File: src/rtl/dspuva16_pkg.sv
`default_nettype none
// ============================================================================
//  Module      : dspuva16_pkg
//  Description : Shared types and constants for the DSPuva16 frame sequencer.
//  Revision    : 1.0  initial release
// ============================================================================
package dspuva16_pkg;

    localparam int DATA_W = 24;
    localparam int CH_W   = 4;

    localparam logic [7:0] DEFAULT_DONE_PORT = 8'hFF;

    typedef enum logic [0:0] {
        ST_IDLE = 1'b0,
        ST_RUN  = 1'b1
    } state_t;

endpackage
`default_nettype wire

File: src/rtl/dsp_frame_sequencer_if.sv
`default_nettype none
// ============================================================================
//  Module      : dsp_frame_sequencer_if
//  Description : Sample-stream, core-port and status bundle of the frame
//                sequencer. "slave" is the sequencer side, "master" is the
//                environment (sample sources, consumer and DSP core).
//  Revision    : 1.0  initial release
// ============================================================================
interface dsp_frame_sequencer_if;
    import dspuva16_pkg::*;

    logic              frame_stb;
    logic              in_valid;
    logic [DATA_W-1:0] in_data;
    logic              in_ready;
    logic              out_valid;
    logic [DATA_W-1:0] out_data;
    logic [CH_W-1:0]   out_ch;
    logic              out_ready;
    logic              ping;
    logic [7:0]        port;
    logic              ior;
    logic              iow;
    logic [DATA_W-1:0] dout24;
    logic [DATA_W-1:0] din;
    logic              busy;
    logic              overrun;
    logic              underrun;
    logic              drop;
    logic              flag_clr;

    modport slave (
        input  frame_stb, in_valid, in_data, out_ready, port, ior, iow, dout24, flag_clr,
        output in_ready, out_valid, out_data, out_ch, ping, din, busy, overrun, underrun, drop
    );

    modport master (
        output frame_stb, in_valid, in_data, out_ready, port, ior, iow, dout24, flag_clr,
        input  in_ready, out_valid, out_data, out_ch, ping, din, busy, overrun, underrun, drop
    );

endinterface
`default_nettype wire

File: src/rtl/dsp_out_fifo.sv
`default_nettype none
// ============================================================================
//  Module      : dsp_out_fifo
//  Description : Synchronous FIFO with full/empty flags. A push while full is
//                accepted only when a pop happens in the same cycle.
//  Revision    : 1.0  initial release
// ============================================================================
module dsp_out_fifo #(
    parameter int DEPTH = 4,
    parameter int WIDTH = 28
) (
    input  logic             clk,
    input  logic             rst_n,
    input  logic             push,
    input  logic             pop,
    input  logic [WIDTH-1:0] wr_data,
    output logic [WIDTH-1:0] rd_data,
    output logic             full,
    output logic             empty
);

    localparam int AW = (DEPTH > 1) ? $clog2(DEPTH) : 1;
    localparam logic [AW:0] COUNT_FULL = (AW + 1)'(DEPTH);

    logic [WIDTH-1:0] mem [DEPTH];
    logic [AW-1:0]    wr_ptr;
    logic [AW-1:0]    rd_ptr;
    logic [AW:0]      count;
    logic             push_ok;
    logic             pop_ok;

    assign empty   = (count == '0);
    assign full    = (count == COUNT_FULL);
    assign pop_ok  = pop & ~empty;
    assign push_ok = push & (~full | pop_ok);
    assign rd_data = mem[rd_ptr];

    // Storage write; pointers are AW bits wide so they wrap on their own.
    always_ff @(posedge clk or negedge rst_n) begin
        if (!rst_n) begin
            for (int i = 0; i < DEPTH; i++) begin
                mem[i] <= '0;
            end
        end else if (push_ok) begin
            mem[wr_ptr] <= wr_data;
        end
    end

    // Pointer and occupancy bookkeeping.
    always_ff @(posedge clk or negedge rst_n) begin
        if (!rst_n) begin
            wr_ptr <= '0;
            rd_ptr <= '0;
            count  <= '0;
        end else begin
            if (push_ok) begin
                wr_ptr <= wr_ptr + 1'b1;
            end
            if (pop_ok) begin
                rd_ptr <= rd_ptr + 1'b1;
            end
            case ({push_ok, pop_ok})
                2'b10:   count <= count + 1'b1;
                2'b01:   count <= count - 1'b1;
                default: count <= count;
            endcase
        end
    end

endmodule
`default_nettype wire

File: src/rtl/dsp_frame_sequencer.sv
`default_nettype none
// ============================================================================
//  Module      : dsp_frame_sequencer
//  Description : Per-frame controller for the DSPuva16 core. Restarts the core
//                on every frame strobe, serves port reads from a double
//                buffered sample bank and collects port writes into a FIFO.
//  Revision    : 1.0  initial release
// ============================================================================
module dsp_frame_sequencer
    import dspuva16_pkg::*;
#(
    parameter int         NCH         = 4,
    parameter logic [7:0] DONE_PORT   = DEFAULT_DONE_PORT,
    parameter int         OFIFO_DEPTH = 4
) (
    input  logic                  clk,
    input  logic                  rst_n,
    dsp_frame_sequencer_if.slave  bus
);

    localparam int              SC_W    = $clog2(NCH + 1);
    localparam logic [SC_W-1:0] SC_FULL = SC_W'(NCH);
    localparam int              ENTRY_W = CH_W + DATA_W;

    state_t            state;
    state_t            state_nxt;
    logic [DATA_W-1:0] shadow [NCH];
    logic [DATA_W-1:0] active [NCH];
    logic [SC_W-1:0]   sc;
    logic [DATA_W-1:0] rd_word;
    logic [DATA_W-1:0] din_q;
    logic              ping_q;
    logic              overrun_q;
    logic              underrun_q;
    logic              drop_q;

    logic              bank_full;
    logic              in_xfer;
    logic              swap;
    logic              running;
    logic              iow_run;
    logic              push_req;
    logic              done_wr;
    logic              fifo_full;
    logic              fifo_empty;
    logic              fifo_pop;
    logic              drop_evt;
    logic [ENTRY_W-1:0] fifo_head;

    // The read strobe carries no information: DIN is refreshed every cycle.
    logic              unused_ior;
    assign unused_ior = bus.ior;

    assign bank_full = (sc == SC_FULL);
    assign in_xfer   = bus.in_valid & ~bank_full;
    assign swap      = bus.frame_stb & bank_full;
    assign running   = (state == ST_RUN);
    assign iow_run   = bus.iow & running;
    assign push_req  = iow_run & (bus.port < 8'(NCH));
    assign done_wr   = iow_run & (bus.port == DONE_PORT);
    assign fifo_pop  = ~fifo_empty & bus.out_ready;
    assign drop_evt  = push_req & fifo_full & ~fifo_pop;

    // State register.
    always_ff @(posedge clk or negedge rst_n) begin
        if (!rst_n) begin
            state <= ST_IDLE;
        end else begin
            state <= state_nxt;
        end
    end

    // Next state: a strobe always (re)starts a frame, even over a done write.
    always_comb begin
        state_nxt = state;
        if (bus.frame_stb) begin
            state_nxt = ST_RUN;
        end else if (done_wr) begin
            state_nxt = ST_IDLE;
        end
    end

    // Shadow bank fill; a swap empties it for the next frame.
    always_ff @(posedge clk or negedge rst_n) begin
        if (!rst_n) begin
            sc <= '0;
            for (int i = 0; i < NCH; i++) begin
                shadow[i] <= '0;
            end
        end else if (swap) begin
            sc <= '0;
        end else if (in_xfer) begin
            sc <= sc + 1'b1;
            for (int i = 0; i < NCH; i++) begin
                if (sc == SC_W'(i)) begin
                    shadow[i] <= bus.in_data;
                end
            end
        end
    end

    // Active bank takes the whole shadow bank only when it was complete.
    always_ff @(posedge clk or negedge rst_n) begin
        if (!rst_n) begin
            for (int i = 0; i < NCH; i++) begin
                active[i] <= '0;
            end
        end else if (swap) begin
            for (int i = 0; i < NCH; i++) begin
                active[i] <= shadow[i];
            end
        end
    end

    // Read mux over the active bank; out-of-range ports read as zero.
    always_comb begin
        rd_word = '0;
        for (int i = 0; i < NCH; i++) begin
            if (bus.port == 8'(i)) begin
                rd_word = active[i];
            end
        end
    end

    // Registered core read data and restart pulse.
    always_ff @(posedge clk or negedge rst_n) begin
        if (!rst_n) begin
            din_q  <= '0;
            ping_q <= 1'b0;
        end else begin
            din_q  <= rd_word;
            ping_q <= bus.frame_stb;
        end
    end

    // Sticky status flags; a set event outranks a clear in the same cycle.
    always_ff @(posedge clk or negedge rst_n) begin
        if (!rst_n) begin
            overrun_q  <= 1'b0;
            underrun_q <= 1'b0;
            drop_q     <= 1'b0;
        end else begin
            overrun_q  <= (bus.frame_stb & running)    | (overrun_q  & ~bus.flag_clr);
            underrun_q <= (bus.frame_stb & ~bank_full) | (underrun_q & ~bus.flag_clr);
            drop_q     <= drop_evt                     | (drop_q     & ~bus.flag_clr);
        end
    end

    dsp_out_fifo #(
        .DEPTH (OFIFO_DEPTH),
        .WIDTH (ENTRY_W)
    ) u_out_fifo (
        .clk     (clk),
        .rst_n   (rst_n),
        .push    (push_req),
        .pop     (fifo_pop),
        .wr_data ({bus.port[CH_W-1:0], bus.dout24}),
        .rd_data (fifo_head),
        .full    (fifo_full),
        .empty   (fifo_empty)
    );

    assign bus.in_ready  = ~bank_full;
    assign bus.out_valid = ~fifo_empty;
    assign bus.out_ch    = fifo_head[ENTRY_W-1:DATA_W];
    assign bus.out_data  = fifo_head[DATA_W-1:0];
    assign bus.ping      = ping_q;
    assign bus.din       = din_q;
    assign bus.busy      = running;
    assign bus.overrun   = overrun_q;
    assign bus.underrun  = underrun_q;
    assign bus.drop      = drop_q;

endmodule
`default_nettype wire

File: src/flat_wrapper.sv
// flat-port wrapper written by rule: the top's interface ports become plain ports
module dsp_frame_sequencer_flat import dspuva16_pkg::*;
#(
    parameter int         NCH         = 4,
    parameter logic [7:0] DONE_PORT   = DEFAULT_DONE_PORT,
    parameter int         OFIFO_DEPTH = 4
)
  (clk, rst_n, bus_frame_stb, bus_in_valid, bus_in_data, bus_out_ready, bus_port, bus_ior, bus_iow, bus_dout24, bus_flag_clr, bus_in_ready, bus_out_valid, bus_out_data, bus_out_ch, bus_ping, bus_din, bus_busy, bus_overrun, bus_underrun, bus_drop);
  dsp_frame_sequencer_if bus_i ();
  input  logic clk;
  input  logic rst_n;
  input wire logic [$bits(bus_i.frame_stb)-1:0] bus_frame_stb;
  input wire logic [$bits(bus_i.in_valid)-1:0] bus_in_valid;
  input wire logic [$bits(bus_i.in_data)-1:0] bus_in_data;
  input wire logic [$bits(bus_i.out_ready)-1:0] bus_out_ready;
  input wire logic [$bits(bus_i.port)-1:0] bus_port;
  input wire logic [$bits(bus_i.ior)-1:0] bus_ior;
  input wire logic [$bits(bus_i.iow)-1:0] bus_iow;
  input wire logic [$bits(bus_i.dout24)-1:0] bus_dout24;
  input wire logic [$bits(bus_i.flag_clr)-1:0] bus_flag_clr;
  output wire logic [$bits(bus_i.in_ready)-1:0] bus_in_ready;
  output wire logic [$bits(bus_i.out_valid)-1:0] bus_out_valid;
  output wire logic [$bits(bus_i.out_data)-1:0] bus_out_data;
  output wire logic [$bits(bus_i.out_ch)-1:0] bus_out_ch;
  output wire logic [$bits(bus_i.ping)-1:0] bus_ping;
  output wire logic [$bits(bus_i.din)-1:0] bus_din;
  output wire logic [$bits(bus_i.busy)-1:0] bus_busy;
  output wire logic [$bits(bus_i.overrun)-1:0] bus_overrun;
  output wire logic [$bits(bus_i.underrun)-1:0] bus_underrun;
  output wire logic [$bits(bus_i.drop)-1:0] bus_drop;
  assign bus_i.frame_stb = bus_frame_stb;
  assign bus_i.in_valid = bus_in_valid;
  assign bus_i.in_data = bus_in_data;
  assign bus_i.out_ready = bus_out_ready;
  assign bus_i.port = bus_port;
  assign bus_i.ior = bus_ior;
  assign bus_i.iow = bus_iow;
  assign bus_i.dout24 = bus_dout24;
  assign bus_i.flag_clr = bus_flag_clr;
  assign bus_in_ready = bus_i.in_ready;
  assign bus_out_valid = bus_i.out_valid;
  assign bus_out_data = bus_i.out_data;
  assign bus_out_ch = bus_i.out_ch;
  assign bus_ping = bus_i.ping;
  assign bus_din = bus_i.din;
  assign bus_busy = bus_i.busy;
  assign bus_overrun = bus_i.overrun;
  assign bus_underrun = bus_i.underrun;
  assign bus_drop = bus_i.drop;
  dsp_frame_sequencer #(.NCH(NCH), .DONE_PORT(DONE_PORT), .OFIFO_DEPTH(OFIFO_DEPTH)) u_core (.clk(clk), .rst_n(rst_n), .bus(bus_i));
endmodule
File: config.mk
export PLATFORM = sky130hd
export DESIGN_NAME = dsp_frame_sequencer_flat
export DESIGN_NICKNAME = d
export VERILOG_FILES = /design/src/rtl/dspuva16_pkg.sv /design/src/rtl/dsp_frame_sequencer_if.sv /design/src/rtl/dsp_out_fifo.sv /design/src/rtl/dsp_frame_sequencer.sv /design/src/flat_wrapper.sv
export SDC_FILE = /design/constraint.sdc
export NUM_CORES = 1
export LEC_CHECK = 0
export ABC_AREA = 1
export BUFFER_PORTS_ARGS = -buffer_cell sky130_fd_sc_hd__buf_4
export CORE_AREA = 2 2 196 198
export DETAILED_ROUTE_END_ITERATION = 10
export DIE_AREA = 0 0 198 200
export GPL_TIMING_DRIVEN = 0
export PLACE_DENSITY_LB_ADDON = 0.2
export SYNTH_ARGS = -nofsm -noshare
export SYNTH_HDL_FRONTEND = slang
export SYNTH_HIERARCHICAL = 1
export SYNTH_SLANG_ARGS = --single-unit
export TNS_END_PERCENT = 50
File: constraint.sdc
create_clock -name clk -period 3.3 [get_ports clk]
set_input_delay 0.66 -clock clk [delete_from_list [all_inputs] [get_ports clk]]
set_output_delay 0.66 -clock clk [all_outputs]
set_load 0.01 [all_outputs]
== Yosys cells after proc, flatten, opt, wreduce, memory -nomap -nowiden ==
Cells that the tools add are included.

* Register bits: 343
* Input bits: 64
* Output and inout bits: 59
* Word-level logic and storage cells: 95

* Add/subtract/negate cells: 5
* Order comparisons: 4
* Equality and inequality tests: 11
* Muxes and demuxes: 15
* Bitwise logic cells: 27
* Reductions and logical operators: 11

{| class="wikitable"
|+ Operators with widths
! cell !! count
|-
| bitwise mux 112 bit || 1
|-
| 2-to-1 mux 24 bit || 4
|-
| 2-to-1 mux 28 bit || 3
|-
| binary-select mux 28 bit (select 2 bit) || 1
|-
| demux 28 bit (select 2 bit) || 1
|-
| equality test 8 x 2 -> 1 bit, second input constant || 2
|-
| bitwise AND 1 bit || 15
|-
| AND reduction 3 bit || 4
|-
| equality test 8 x 1 -> 1 bit, second input constant || 1
|-
| equality test 8 bit, second input constant || 1
|-
| logical NOT 8 bit || 1
|-
| < comparator 8 x 3 -> 1 bit, second input constant || 1
|-
| adder 3 x 1 -> 3 bit, second input constant || 2
|-
| equality test 3 x 2 -> 1 bit, second input constant || 2
|-
| equality test 3 bit, second input constant || 2
|-
| greater-or-equal comparator 3 bit, second input constant || 2
|-
| logical NOT 3 bit || 2
|-
| 2-to-1 mux 3 bit || 2
|-
| NOT 1 bit || 6
|-
| NOT 2 -> 3 bit || 2
|-
| one-hot mux 3 bit (2 select lines) || 1
|-
| nonzero test 2 bit || 3
|-
| adder 2 x 1 -> 2 bit, second input constant || 2
|-
| bitwise OR 1 bit || 4
|-
| 7 further kinds || 8
|}

== Longest topological paths before layout ==
* Depth in word-level cells: 8
* Depth in mapped cells: 17
* Mapped depth without buffers: 16

== Modules after synthesis ==
The synthesis kept the hierarchy.

{| class="wikitable"
|+ By module, submodules not included
! module !! times used !! cells an instance !! area an instance (um^2) !! sequential area each (um^2)
|-
| dsp_frame_sequencer || 1 || 977 || 9036.2 || 5605.4
|-
| dsp_out_fifo || 1 || 703 || 5835.6 || 2977.9
|}

== Worst setup path before layout ==
Ideal clock, no wire load.

* Kind: input-to-reg
* From: input port bus_port[3]
* To: register u_core.u_out_fifo.count[2]
* Setup time: 0.123 ns
* Data arrival time: 2.191 ns
* Data required time: 3.177 ns
* Setup slack: 0.986 ns
* Stages: 12
* Path buffers: 1
* Path through: inv_1 -> nand2_2 -> nor3_1 -> buf_2 -> nand2_1 -> ha_1 -> inv_1 -> fa_1 -> inv_1 -> nand2_1 -> nand3b_1 -> xor2_1

* Word-level cells in the longest chain between the ends: 5
* Elaborated cells on any way between the ends: 7
* Classes of those cells: 1 x order compare; 2 x eq/ne; 1 x mux; 2 x bitwise; 1 x reduce/logical

{| class="wikitable"
|+ Ends and longest elaborated chain
! what !! line !! RTL
|-
| from (decl) || flat_wrapper.sv:16 || <nowiki>input wire logic [$bits(bus_i.port)-1:0] bus_port;</nowiki>
|-
| < comparator 8 x 3 -> 1 bit * || dsp_frame_sequencer.sv:59 || <nowiki>assign push_req = iow_run & (bus.port < 8'(NCH));</nowiki>
|-
| bitwise AND 1 bit * || dsp_frame_sequencer.sv:59 ||
|-
| via u_core.push_req || dsp_frame_sequencer.sv:42 || <nowiki>logic push_req;</nowiki>
|-
| bitwise AND 1 bit * || dsp_out_fifo.sv:35 || <nowiki>assign push_ok = push & (~full | pop_ok);</nowiki>
|-
| equality test 2 x 1 -> 1 bit / equality test 2 bit (equally long branches) || dsp_out_fifo.sv:62 || <nowiki>case ({push_ok, pop_ok})</nowiki>
|-
| one-hot mux 3 bit (2 select lines) / nonzero test 2 bit (equally long branches) || -- ||
|-
| to (signal assigned) || dsp_out_fifo.sv:63 || <nowiki>2'b10: count <= count + 1'b1;</nowiki>
|-
| to (signal assigned) || dsp_out_fifo.sv:64 || <nowiki>2'b01: count <= count - 1'b1;</nowiki>
|-
| to (signal assigned) || dsp_out_fifo.sv:65 || <nowiki>default: count <= count;</nowiki>
|-
| to (decl) || dsp_out_fifo.sv:28 || <nowiki>logic [AW:0] count;</nowiki>
|}

The timed path passes the listed nets; every way through them passes the cells marked *.
A chain may end at the register's enable or synchronous reset.

== Final worst setup path ==
* From: register u_core.u_out_fifo.rd_ptr[1]
* To: output port bus_out_data[17]

* Word-level cells in the longest chain between the ends: 4

{| class="wikitable"
|+ Ends and longest elaborated chain
! what !! line !! RTL
|-
| from (decl) || dsp_out_fifo.sv:27 || <nowiki>logic [AW-1:0] rd_ptr;</nowiki>
|-
| from (signal assigned) || dsp_out_fifo.sv:60 || <nowiki>rd_ptr <= rd_ptr + 1'b1;</nowiki>
|-
| NOT 2 -> 3 bit (not written as such) || dsp_out_fifo.sv:36 || <nowiki>assign rd_data = mem[rd_ptr];</nowiki>
|-
| binary-select mux 28 bit (select 2 bit) || dsp_out_fifo.sv:36 ||
|-
| 2-to-1 mux 28 bit (not written as such) (2 in series) || dsp_out_fifo.sv:36 ||
|-
| to (decl) || flat_wrapper.sv:23 || <nowiki>output wire logic [$bits(bus_i.out_data)-1:0] bus_out_data;</nowiki>
|}

No other way between the ends. The select of a mux whose other input is x is not followed.

==> results summary <==
For this run, the leading register cell type out of synthesis is dfrtp_1. The die extent in x came out at about 200 um. The register-to-register setup slack is just under 0.7 ns. The via count of the first global-routing pass was ~13000. The synthesized design spends more area on one cell type than any other, namely dfrtp_1. Of all flip-flops after synthesis, the portion carrying an async set or reset was 100%. The ratio of total power to cell area came out at slightly above 800 nW/um^2. Counting cells, the worst reg-to-reg path comes to 16. The final layout contains 1919 nets. The tightest hold path in the finished design has a slack of 0.166 ns.

The flow ran to the end, and the final reports show no timing, DRC or antenna violations. The upper clock frequency limit came out at about 320 MHz. The post-route minimum period came out at 3.08 ns. The library cells used most frequently in the layout, excluding fill and tap cells, are nand2_1 (562), dfrtp_1 (343), nand3_1 (175). Input and output buffers added on the ports amount to approximately 120. After filler insertion, the fill cell instance count of the layout stands at 3673.

The maximum fanout along the worst path came out at 10. The wire length of the first global-routing pass came out at ~70000 um. The final count of pins violating max slew is 0. The number of nets with antenna violations after routing came out at 0.

The clock-pin slew reported for the worst setup and hold paths after clock tree synthesis is approximately 0.060 ns. The total number of clock tree sinks came out at 343. The cell with the largest stage delay on the worst path is clkbuf_1. The number of enable-type register cells in the synthesized netlist is 0.

For the pin with the worst max-slew slack, the measured transition is 0.848 ns. Setup repair after global routing left no endpoint under its margin. The worst register-to-register path ends at u_core/u_out_fifo/count[2]. The half-perimeter wire length of the detailed placement result is 30900 um. The row count came out at approximately 70. The total CTS buffers is 39. The number of nets handed over by synthesis was between 1500 and 2000. TritonCTS built the clock tree.

The library cell used most frequently in the layout, excluding fill and tap cells, is nand2_1. The library cell used as clock root buffer is clkbuf_16. The area share of the largest cell type after synthesis came out at slightly below 60%. The final estimated routing congestion in global placement came out at about 0.86.

The overall power consumption came out at about 15 mW. Of the cells placed in the final design, the portion with a size suffix greater than 1 is between 10 and 15%. The number of hold violations in the final report is 0. The worst clock skew is between 0.02 and 0.025 ns. The wire length per cell is between 15 and 20 um. The startpoint of the worst-slack reg-to-reg timing path is u_core/u_out_fifo/count[0]. The first detailed-routing pass took 5 iterations. The sequential element share of the synthesized area is between 50 and 60%. The die extent in y is about 200 um. The post-CTS resize count is 0. The maximum cell stage delay along the critical path is approximately 0.47 ns. STA classifies the critical path startpoint as a flop. The growth of design area from synthesis to finish came out at 19.9%. The worst setup path is of the reg2out kind. The final setup violation count came out at 0. The largest net degree at the start of global routing came out at around 120. The total area inside the core boundary comes to 37400 sq um. The number of antenna diodes in the final layout is 0. In this run the worst setup path terminates at bus_out_data[17]. The buffers inserted during post-CTS setup optimization came out at 0. The number of antenna violations at the first check in global routing is 0. The final critical path takes up 93.5% of the cycle.

The effective utilization at floorplan came out at roughly two fifths. The total via count after detailed routing is 12578. Global routing used around a quarter of the available tracks.

The synthesized area per cell came out at between 8 and 9 sq um. The maximum vdd drop is ~560 uV. The total I/O pin count is roughly 120. The finished cells cover around 18000 sq um. The number of buffers on the longest clock path came out at 3. The critical path starts at u_core/u_out_fifo/rd_ptr[1]. For this run, the number of Yosys warnings is 6. The die area came out at a little under 40000 sq um. The source-to-sink clock delay at the later pin of the worst-skew pair came out at ~0.54 ns.

The worst setup timing slack at the placement stage came out at around 0.29 ns. The tightest min-delay check is of the in2async type. In this run the number of H-tree levels came out at 2. The DRC violation count after routing is 0. The worst relative slew slack came out at 43.5%.

The count of distinct cell types in the synthesized netlist came out at 26. For this block, the routed nets add up to about 46000 um of wire. Traced cell by cell, the critical path runs through inv_1 -> clkbuf_1 -> o21ai_0 -> o22ai_1 -> buf_4.

The remaining global-route overflow came out at 0. The number of register bits inferred by synthesis is between 300 and 400. The number of violations reported at the end of detailed-routing iteration 0 is between 900 and 1000. The data arrival time of the critical path is 2.42 ns. The synthesized netlist cell count came out at between 1500 and 2000.

The setup slack after layout is around 0.22 ns. The combined area of all synthesized cells is around 15000 sq um. The static power due to leakage came out at slightly above 9 nW. The reported max-cap violation count came out at 0. The post-detailed-route via-to-cell ratio came out at around 5.3. Ranked by total cell area, the synthesized netlist is headed by dfrtp_1 (58%), nand2_1 (14%), nand3_1 (5.9%), nand4_1 (5.7%), o21ai_0 (4.3%). Hold repair after CTS inserted 0 buffers. The total placed instance area is 16500 sq um. The required time of the critical path is between 2 and 3 ns. STA classifies the critical path endpoint as a primary output.
-- synth_stat cells (12+ instances only) --
master / number
buf_1: 17
buf_2: 59
buf_6: 12
clkbuf_1: 31
dfrtp_1: 343
inv_1: 50
nand2_1: 562
nand3_1: 175
nand4_1: 136
nor2_1: 62
o21ai_0: 127
o21ai_1: 31
o22ai_1: 30
-- where the power goes --
group,internal [mW],switching [mW]
combinational,1.43,2.60
clock,2.76,1.78
sequential,5.35,0.631
total,9.54,5.01
-- logic make-up after synthesis --
family | Yosys count | share of synthesized area (%)
AOI/OAI and AO/OA | 188 | 6.58
adders and majority gates | 11 | 0.976
buffers and inverters | 181 | 5.92
and+or+nand+nor | 953 | 28.6
xor gates and xnor gates | 4 | 0.236
DFF | 343 | 57.7
-- how the worst min path moves through the flow --
stage                                         start                        end  slack [ns]  cells after the start
after floorplan                               rst_n           u_core/active[0]        0.36                      0
after global placement    u_core/u_out_fifo/mem[30]  u_core/u_out_fifo/mem[30]        0.45                      2
after detailed placement  u_core/u_out_fifo/mem[37]  u_core/u_out_fifo/mem[37]        0.45                      2
after CTS                                     rst_n  u_core/u_out_fifo/mem[89]        0.20                      1
after global routing                  bus_frame_stb            u_core/bus.ping        0.21                      1
final                                         rst_n  u_core/u_out_fifo/mem[10]        0.17                      1
-- cell type report --
class	instances	area, sq um	area share [%]
Sequential cell	343	8580	48.1
Multi-Input combinational cell	1156	5410	30.3
Clock buffer	55	1120	6.26
Timing Repair Buffer	123	971	5.45
Buffer	129	686	3.85
Tap cell	511	639	3.59
Clock inverter	16	231	1.30
Inverter	52	195	1.09
-- metal layers --
metal / routed length [um] / share of wire [%] / track usage [%]
met1: 19600 / 43 / 31.4
met2: 22000 / 48 / 40.2
met3: 3010 / 6.6 / 4.10
met4: 1110 / 2.4 / 7.24
met5: 0 / 0 / 0
-- sequential cells by signal, indices dropped and copies added, names as in the netlist --
name,flops
u_core/u_out_fifo/mem,112
u_core/active,96
u_core/shadow,96
u_core/bus.din,24
u_core/sc,3
u_core/u_out_fifo/count,3
u_core/u_out_fifo/rd_ptr,2
u_core/u_out_fifo/wr_ptr,2
u_core/bus.busy,1
u_core/bus.drop,1
u_core/bus.overrun,1
u_core/bus.ping,1
u_core/bus.underrun,1
-- metrics by stage --
| step | TNS, ns | util, % | cells |
|---|---|---|---|
| 3_5_place_dp | 0 | 44.1 | 2314 |
| 3_3_place_gp | -594.61 | 43.9 | 2312 |
| 4_1_cts | 0 | 47.7 | 2385 |
| 5_1_grt | 0 | 47.7 | 2385 |
| 6_report | 0 | 47.7 | 2385 |
| 2_1_floorplan | 0 | - | 1680 |
-- critical path: cells and delay by family (launching register included) --
family	cells	cell delay (ns)
AO/OA/AOI/OAI	2	0.54
buffers and inverters	3	0.94
flip-flops	1	0.41
(Power assumes the default switching activity.)
